### src/rtl/hex_scan_disp_if.sv
// Byte-in / segment-out bundle for the two-digit hex scanner.
// master = producer and display observer, slave = hex_scan_disp.
interface hex_scan_disp_if;
  logic       in_valid;
  logic [7:0] in_data;
  logic       hold;
  logic [6:0] seg_n;
  logic [1:0] an_n;
  logic       dp_n;

  modport master (
    output in_valid, in_data, hold,
    input  seg_n, an_n, dp_n
  );

  modport slave (
    input  in_valid, in_data, hold,
    output seg_n, an_n, dp_n
  );
endinterface

### src/rtl/hex_scan_disp.sv
// Two-digit time-multiplexed common-anode hex display with blanking gaps and hold.
// Optional macro HEX_SCAN_LZ_BLANK_EN darkens digit1 when the high nibble is zero.
module hex_scan_disp #(
  parameter int unsigned SCAN_DIV = 50000,
  parameter int unsigned GAP_DIV  = 500,
  parameter int unsigned CNT_W    = 16
) (
  input  logic            clk,
  input  logic            rst_n,
  hex_scan_disp_if.slave  bus
);

  typedef enum logic [1:0] {DIG0, GAP0, DIG1, GAP1} state_t;

  localparam logic [CNT_W-1:0] SCAN_LAST = CNT_W'(SCAN_DIV - 1);
  localparam logic [CNT_W-1:0] GAP_LAST  = CNT_W'((GAP_DIV == 0) ? 0 : GAP_DIV - 1);
  localparam bit               HAS_GAP   = (GAP_DIV != 0);

  state_t           state;
  logic [CNT_W-1:0] cnt;
  logic [7:0]       cap;
  logic [7:0]       shd;
  logic             shd_hold;
  logic             phase_end;

  function automatic logic [6:0] enc(input logic [3:0] nib);
    logic [6:0] seg;
    unique case (nib)
      4'h0: seg = 7'h40;  4'h1: seg = 7'h79;  4'h2: seg = 7'h24;  4'h3: seg = 7'h30;
      4'h4: seg = 7'h19;  4'h5: seg = 7'h12;  4'h6: seg = 7'h02;  4'h7: seg = 7'h78;
      4'h8: seg = 7'h00;  4'h9: seg = 7'h10;  4'hA: seg = 7'h08;  4'hB: seg = 7'h03;
      4'hC: seg = 7'h46;  4'hD: seg = 7'h21;  4'hE: seg = 7'h06;  default: seg = 7'h0E;
    endcase
    return seg;
  endfunction

  always_comb begin
    phase_end = 1'b0;
    if (state == DIG0 || state == DIG1) phase_end = (cnt == SCAN_LAST);
    else                                phase_end = (cnt == GAP_LAST);
  end

  always_ff @(posedge clk or negedge rst_n) begin
    if (!rst_n) begin
      state    <= DIG0;
      cnt      <= '0;
      cap      <= '0;
      shd      <= '0;
      shd_hold <= 1'b0;
    end else begin
      if (bus.in_valid && !bus.hold) cap <= bus.in_data;
      if (phase_end) begin
        cnt <= '0;
        unique case (state)
          DIG0: begin
            if (HAS_GAP) state <= GAP0;
            else         state <= DIG1;
          end
          GAP0: state <= DIG1;
          DIG1: begin
            if (HAS_GAP) begin
              state <= GAP1;
            end else begin
              // no gap: DIG1 ends the frame, so the shadow loads here
              state    <= DIG0;
              shd      <= cap;
              shd_hold <= bus.hold;
            end
          end
          default: begin
            state    <= DIG0;
            shd      <= cap;
            shd_hold <= bus.hold;
          end
        endcase
      end else begin
        cnt <= cnt + CNT_W'(1);
      end
    end
  end

  always_comb begin
    bus.an_n  = 2'b11;
    bus.seg_n = 7'h7F;
    bus.dp_n  = 1'b1;
    unique case (state)
      DIG0: begin
        bus.an_n  = 2'b10;
        bus.seg_n = enc(shd[3:0]);
        bus.dp_n  = ~shd_hold;
      end
      DIG1: begin
`ifdef HEX_SCAN_LZ_BLANK_EN
        if (shd[7:4] != 4'h0) begin
          bus.an_n  = 2'b01;
          bus.seg_n = enc(shd[7:4]);
        end
`else
        bus.an_n  = 2'b01;
        bus.seg_n = enc(shd[7:4]);
`endif
      end
      default: ;
    endcase
  end

endmodule

### src/flat_wrapper.sv
// flat-port wrapper written by rule: the top's interface ports become plain ports
module hex_scan_disp_flat 
#(
  parameter int unsigned SCAN_DIV = 50000,
  parameter int unsigned GAP_DIV  = 500,
  parameter int unsigned CNT_W    = 16
)
  (clk, rst_n, bus_in_valid, bus_in_data, bus_hold, bus_seg_n, bus_an_n, bus_dp_n);
  hex_scan_disp_if bus_i ();
  input  logic clk;
  input  logic rst_n;
  input wire logic [$bits(bus_i.in_valid)-1:0] bus_in_valid;
  input wire logic [$bits(bus_i.in_data)-1:0] bus_in_data;
  input wire logic [$bits(bus_i.hold)-1:0] bus_hold;
  output wire logic [$bits(bus_i.seg_n)-1:0] bus_seg_n;
  output wire logic [$bits(bus_i.an_n)-1:0] bus_an_n;
  output wire logic [$bits(bus_i.dp_n)-1:0] bus_dp_n;
  assign bus_i.in_valid = bus_in_valid;
  assign bus_i.in_data = bus_in_data;
  assign bus_i.hold = bus_hold;
  assign bus_seg_n = bus_i.seg_n;
  assign bus_an_n = bus_i.an_n;
  assign bus_dp_n = bus_i.dp_n;
  hex_scan_disp #(.SCAN_DIV(SCAN_DIV), .GAP_DIV(GAP_DIV), .CNT_W(CNT_W)) u_core (.clk(clk), .rst_n(rst_n), .bus(bus_i));
endmodule
### config.mk
export PLATFORM = sky130hd
export DESIGN_NAME = hex_scan_disp_flat
export DESIGN_NICKNAME = d
export VERILOG_FILES = /design/src/rtl/hex_scan_disp_if.sv /design/src/rtl/hex_scan_disp.sv /design/src/flat_wrapper.sv
export SDC_FILE = /design/constraint.sdc
export NUM_CORES = 1
export LEC_CHECK = 0
export CAP_MARGIN = 20
export CORE_MARGIN = 2
export CORE_UTILIZATION = 55
export DETAILED_ROUTE_END_ITERATION = 7
export GPL_TIMING_DRIVEN = 0
export PLACE_DENSITY = 0.77
export SYNTH_ARGS = -nofsm -noshare
export SYNTH_HDL_FRONTEND = slang
export SYNTH_SLANG_ARGS = --single-unit
### constraint.sdc
create_clock -name clk -period 2.2 [get_ports clk]
set_clock_uncertainty 0.05 [all_clocks]
set_input_delay 0.33 -clock clk [delete_from_list [all_inputs] [get_ports clk]]
set_output_delay 0.33 -clock clk [all_outputs]
set_load 0.005 [all_outputs]
==> Yosys cells after proc, flatten, opt, wreduce, memory -nomap -nowiden <==
Memory sizes are Yosys's and may differ from the RTL's.
Cells that the tools add are included.
W data, S select, Z words.
{ "word_totals": {"regBits": 35, "rom_bits": 224, "input_bits": 12, "output_inout_bits": 10, "word_cells": 26, "mem_count": 2} }
{ "memory_table": {"columns": ["name", "words", "width", "read_ports", "rd_ports_with_merged_regs", "write_ports", "line_no", "text"], "rows": [
  ["(name not given)", 16, 7, 1, 0, 0, "hex_scan_disp.sv:28", "unique case (nib)"],
  ["(name not given)", 16, 7, 1, 0, 0, "hex_scan_disp.sv:28", null]
]} }
{ "classes": {"add_sub_neg": 1, "n_eq_ne": 4, "mux": 6, "n_bitwise": 2, "n_reduce_logical": 6} }
{ "ops": {"columns": ["cell", "count"], "rows": [
  ["$add A16 B1 Y16 const B", 1],
  ["$eq A16 B16 Y1 const B", 1],
  ["$eq A16 B9 Y1 const B", 1],
  ["$mux W16", 1],
  ["$pmux W7 S2", 1],
  ["$pmux W2 S3", 1],
  ["$pmux W2 S2", 1],
  ["$reduce_or A3 Y1", 1],
  ["$eq A2 B1 Y1 const B", 1],
  ["$eq A2 B2 Y1 const B", 1],
  ["$logic_not A2 Y1", 1],
  ["$mux W1", 2],
  ["$not A1 Y1", 2],
  ["$reduce_and A2 Y1", 1],
  ["$logic_and A1 B1 Y1", 1],
  ["$logic_not A1 Y1", 1],
  ["$logic_or A1 B1 Y1", 1]
]} }

==> Longest topological paths before layout <==
{ "depth": {"word_depth": 4, "depth_mapped": 6} }

==> Worst setup path after synthesis <==
No wires, ideal clock.
{ "synth_timing": {"kind": "register to register", "from": "reg u_core.cnt[7]", "to": "reg u_core.shd_hold", "setup_time_ns": 0.125, "arrival_time_ns": 1.687, "path_slack_ns": 0.338, "stages_incl_launch_ff": 5, "path_buffers": 0, "synth_period_minus_slack_ns": 1.862, "path_cell_list": "dfrtp_1 -> and4bb_2 -> mux2i_2 -> nor4b_4 -> mux2_2"} }
{ "synth_between": {"elab_chain_len": 3, "elab_cells_between_ends": 4, "cone_classes": "2 x eq/ne; 1 x mux; 1 x reduce/logical"} }
{ "synth_rtl": {"columns": ["item", "line_no", "text"], "rows": [
  ["from (decl)", "hex_scan_disp.sv:20", "logic [CNT_W-1:0] cnt;"],
  ["from (signal assigned)", "hex_scan_disp.sv:77", "cnt <= cnt + CNT_W'(1);"],
  ["$eq A16 B9 Y1 or $eq A16 B16 Y1 (tied branches)", "hex_scan_disp.sv:40, hex_scan_disp.sv:39", null],
  ["$mux W1 *", "hex_scan_disp.sv:39", "if (state == DIG0 || state == DIG1) phase_end = (cnt == SCAN_LAST);"],
  ["$reduce_and A2 Y1 (no line) *", null, null],
  ["to (signal assigned)", "hex_scan_disp.sv:67", "shd_hold <= bus.hold;"],
  ["to (signal assigned)", "hex_scan_disp.sv:73", "shd_hold <= bus.hold;"],
  ["to (decl)", "hex_scan_disp.sv:23", "logic shd_hold;"]
]} }
Mark *: on every way between the ends. The rest lies on a longest branch, timed or not.
A chain may end at the register's enable or synchronous reset.

==> Worst setup path in the final report <==
{ "layout_timing": {"from": "reg u_core.shd[4]", "to": "out bus_seg_n[3]"} }
{ "layout_between": {"elab_chain_len": 2} }
{ "layout_rtl": {"columns": ["item", "line_no", "text"], "rows": [
  ["from (decl)", "hex_scan_disp.sv:22", "logic [7:0] shd;"],
  ["from (signal assigned)", "hex_scan_disp.sv:66", "shd <= cap;"],
  ["from (signal assigned)", "hex_scan_disp.sv:72", "shd <= cap;"],
  ["$mem_v2 Z16 W7", null, null],
  ["$pmux W7 S2", "hex_scan_disp.sv:86", "unique case (state)"],
  ["to (decl)", "flat_wrapper.sv:15", "output wire logic [$bits(bus_i.seg_n)-1:0] bus_seg_n;"]
]} }
No other way between the ends.

==> out/metrics.cfg <==
[logic_synthesis]
synth_cell_types=35
synth_seq_cells=35
synth-async-reset-ratio_pct=100
synth_top_cell_area_share_pct=39.2
synth_cells=218
synth-edff-count=0
yosys.area.top_type=dfrtp_1
synthesis.nets=250
synth_area_um2=2230
ys_top_cells_by_area=dfrtp_1 (39%), ha_1 (11%), mux2_2 (10%)
yosysWarnings=0
ys_seq_area_share_pct=39.2
syn_area_per_cell_um2=10.2
synth-main-ff-cell=dfrtp_1

[timing]
whs_ns=0.0726
relSlewSlack_pct=48.6
period_share_pct=101
rsz0062_at_grt=yes
worst_pin_slew_ns=0.771
setup_violations=2
max_freq_mhz=448
hold_viol_final=0
finalWorstSetupSlack_ns=-0.0313
drv_slew=0
fin_crit_ns=2.23

[routing]
wl_per_cell_um=15.3
ant_nets=0
drtIter0Drc=75
firstDrtPassIters=4
route.detailed.drc=0
wl_um=4670
vias_per_cell=5.52
via_count=1684

[placed_design]
placed_cells=289
dp_hpwl_um=2860
place.gp.congestion=0.899
portBuffers=21

[final_layout]
area_growth_syn_to_layout_pct=26.1
final_cell_mix=dfrtp_1 (28), nor2_1 (22), mux2_2 (20)
layout.nets=288
final_common_cell=dfrtp_1
final_util_pct=71.4
stdcell_count=305
fillers=277
drive_gt1_share_pct=32.9
diodes=0

[critical_path]
start_kind=flip-flop
path_max_fanout=5
ff2ff_setup_slack_ns=0.15
worst_path_max_delay_cell=mux4_2
crit_chain=buf_4 > ha_4 > mux4_2 > a21oi_2 > nand2_1 > buf_2
max_stage_delay_ns=0.47
r2r_start=u_core.cnt[2]$_DFF_PN0_
cp.arrival_ns=1.85
r2r_end=u_core.cnt[14]$_DFF_PN0_
worst-setup-path-type=flip-flop to primary output
crit_path_end_kind=primary output
ff2ff_path_depth=5
cp.required_ns=1.82

[clock_tree]
cts_hold_buf=0
htreeDepth=2
root_buffer=clkbuf_8
cts_inserted_buffers=5
cts_tree=built
path_clk_slew_ns=0.06
clk_latency_ns=0.28
clockBufferDepth=2
clock-sinks=35

[floorplanning]
rows=23
pin_count=22
die_x_um=67.7
die_h_um=67.7
start_util_pct=56.6
dieArea_um2=4590
core_area_um2=3940

[worst_hold_path]
hold_path.class=input port to async pin

[grt]
grt_pass1_vias=1460
grt_overflow=0
grt_max_degree=36
antenna_found_initial=0
grt_use_total_pct=20.4
grt_first_pass_wirelength_um=6930

[power_and_ir_drop]
switchingPower_w=0.000234
pwr-share-clk_pct=36.0
netSwitchingFraction_pct=20.4
power.density_nw_per_um2=406
p_seq_share_pct=59.0
pwr-share-comb_pct=5.0
power.leakage_nw=1.25
ir_drop_uv=402
p_int_w=0.000911

[flow_run]
drv_cap=0

[outcome]
status=complete, but fails checks
violations=negative setup slack

metrics by stage:
step           setup TNS [ns]  area, µm²  total power [W]  setup slack (ns)
2_1_floorplan               0       2230         0.000708             0.338
3_3_place_gp           -0.902       2510         0.000744            -0.277
3_5_place_dp            -1.01       2500         0.000746            -0.281
4_1_cts                -0.521       2690          0.00116            -0.140
5_1_grt                -0.302       2820          0.00120            -0.137
6_report              -0.0521       2820          0.00114           -0.0313
area by class of cell:
cell class              count  area, µm²  share of cell area [%]
flip-flops and latches     35        885                    31.4
well taps                  50       62.6                    2.22
plain buffers               6       40.0                    1.42
repair buffers             33        288                    10.2
inverters                  11       46.3                    1.64
multi-input cells         164       1420                    50.5
clock buffers               6       72.6                    2.58
cells by family after synthesis:
group / share of synthesized area (%)
buffers and inverters: 3.25
flip-flops: 39.2
adder cells (fa/ha/maj): 11.2
XOR/XNOR: 5.88
multiplexers: 15.3
AND/OR/NAND/NOR: 18.9
AO/OA/AOI/OAI: 6.22
layer usage:
metal	global-route usage, %	vias to the layer above	routed length [µm]
met5	0	-	0
met4	6.89	0	76
met3	4.00	10	160
met2	30.3	41	2120
met1	29.8	802	2310
li1	-	831	-
how the worst max path moves through the flow:
stage / from / endpoint / slack, ns / cells after the start
detailed placement: u_core.state[0]$_DFFE_PN0N_ / bus_seg_n[5] / -0.28 / 6
CTS: u_core.shd[4]$_DFFE_PN0P_ / bus_seg_n[1] / -0.14 / 7
global placement: u_core.state[0]$_DFFE_PN0N_ / bus_seg_n[5] / -0.28 / 6
floorplan: u_core.cnt[7]$_DFF_PN0_ / u_core.shd_hold$_DFFE_PN0P_ / 0.34 / 4
global route: u_core.shd[5]$_DFFE_PN0P_ / bus_seg_n[3] / -0.14 / 7
finish: u_core.shd[4]$_DFFE_PN0P_ / bus_seg_n[3] / -0.03 / 6
cell usage after synthesis (all sizes together) (2+ instances only):
cell / count
dfrtp: 35
a21oi: 4
xor2: 5
nor3b: 3
o21ai: 11
and4bb: 4
mux2i: 9
xnor2: 10
clkbuf: 6
nor3: 8
mux2: 20
buf: 2
inv: 11
a22o: 2
nand3: 7
ha: 20
nand2: 9
nor2b: 10
nand4: 4
o211ai: 2
nor2: 23
nor4: 2
critical path: cells and delay by family (launching register included):
family / cells / cell delay, ns
mux: 1 / 0.47
flops: 1 / 0.45
buf+inv: 2 / 0.28
fa+ha+maj: 1 / 0.16
compound gates: 1 / 0.14
simple gates: 1 / 0.06
power by group through the flow:
| stage | registers, W | clock network, W | logic, W |
|---|---|---|---|
| CTS | 0.000675 | 0.000424 | 0.0000585 |
| floorplan | 0.000684 | 0 | 0.0000245 |
| global route | 0.000677 | 0.000457 | 0.0000644 |
| detailed placement | 0.000687 | 0 | 0.0000584 |
| finish | 0.000675 | 0.000412 | 0.0000570 |
| global placement | 0.000686 | 0 | 0.0000581 |
state kept, by name, indices dropped and copies added (netlist names):
name	count
u_core.shd	8
u_core.cnt	16
u_core.cap	8
u_core.shd_hold	1
u_core.state	2
timing repair:
item	CTS	global route
buffers inserted	6	6
pin swaps	3	9
gates cloned	0	0
gates resized for setup	37	34
endpoints found under the setup margin	8	16
Note: power is estimated with default switching activity, not from simulation.
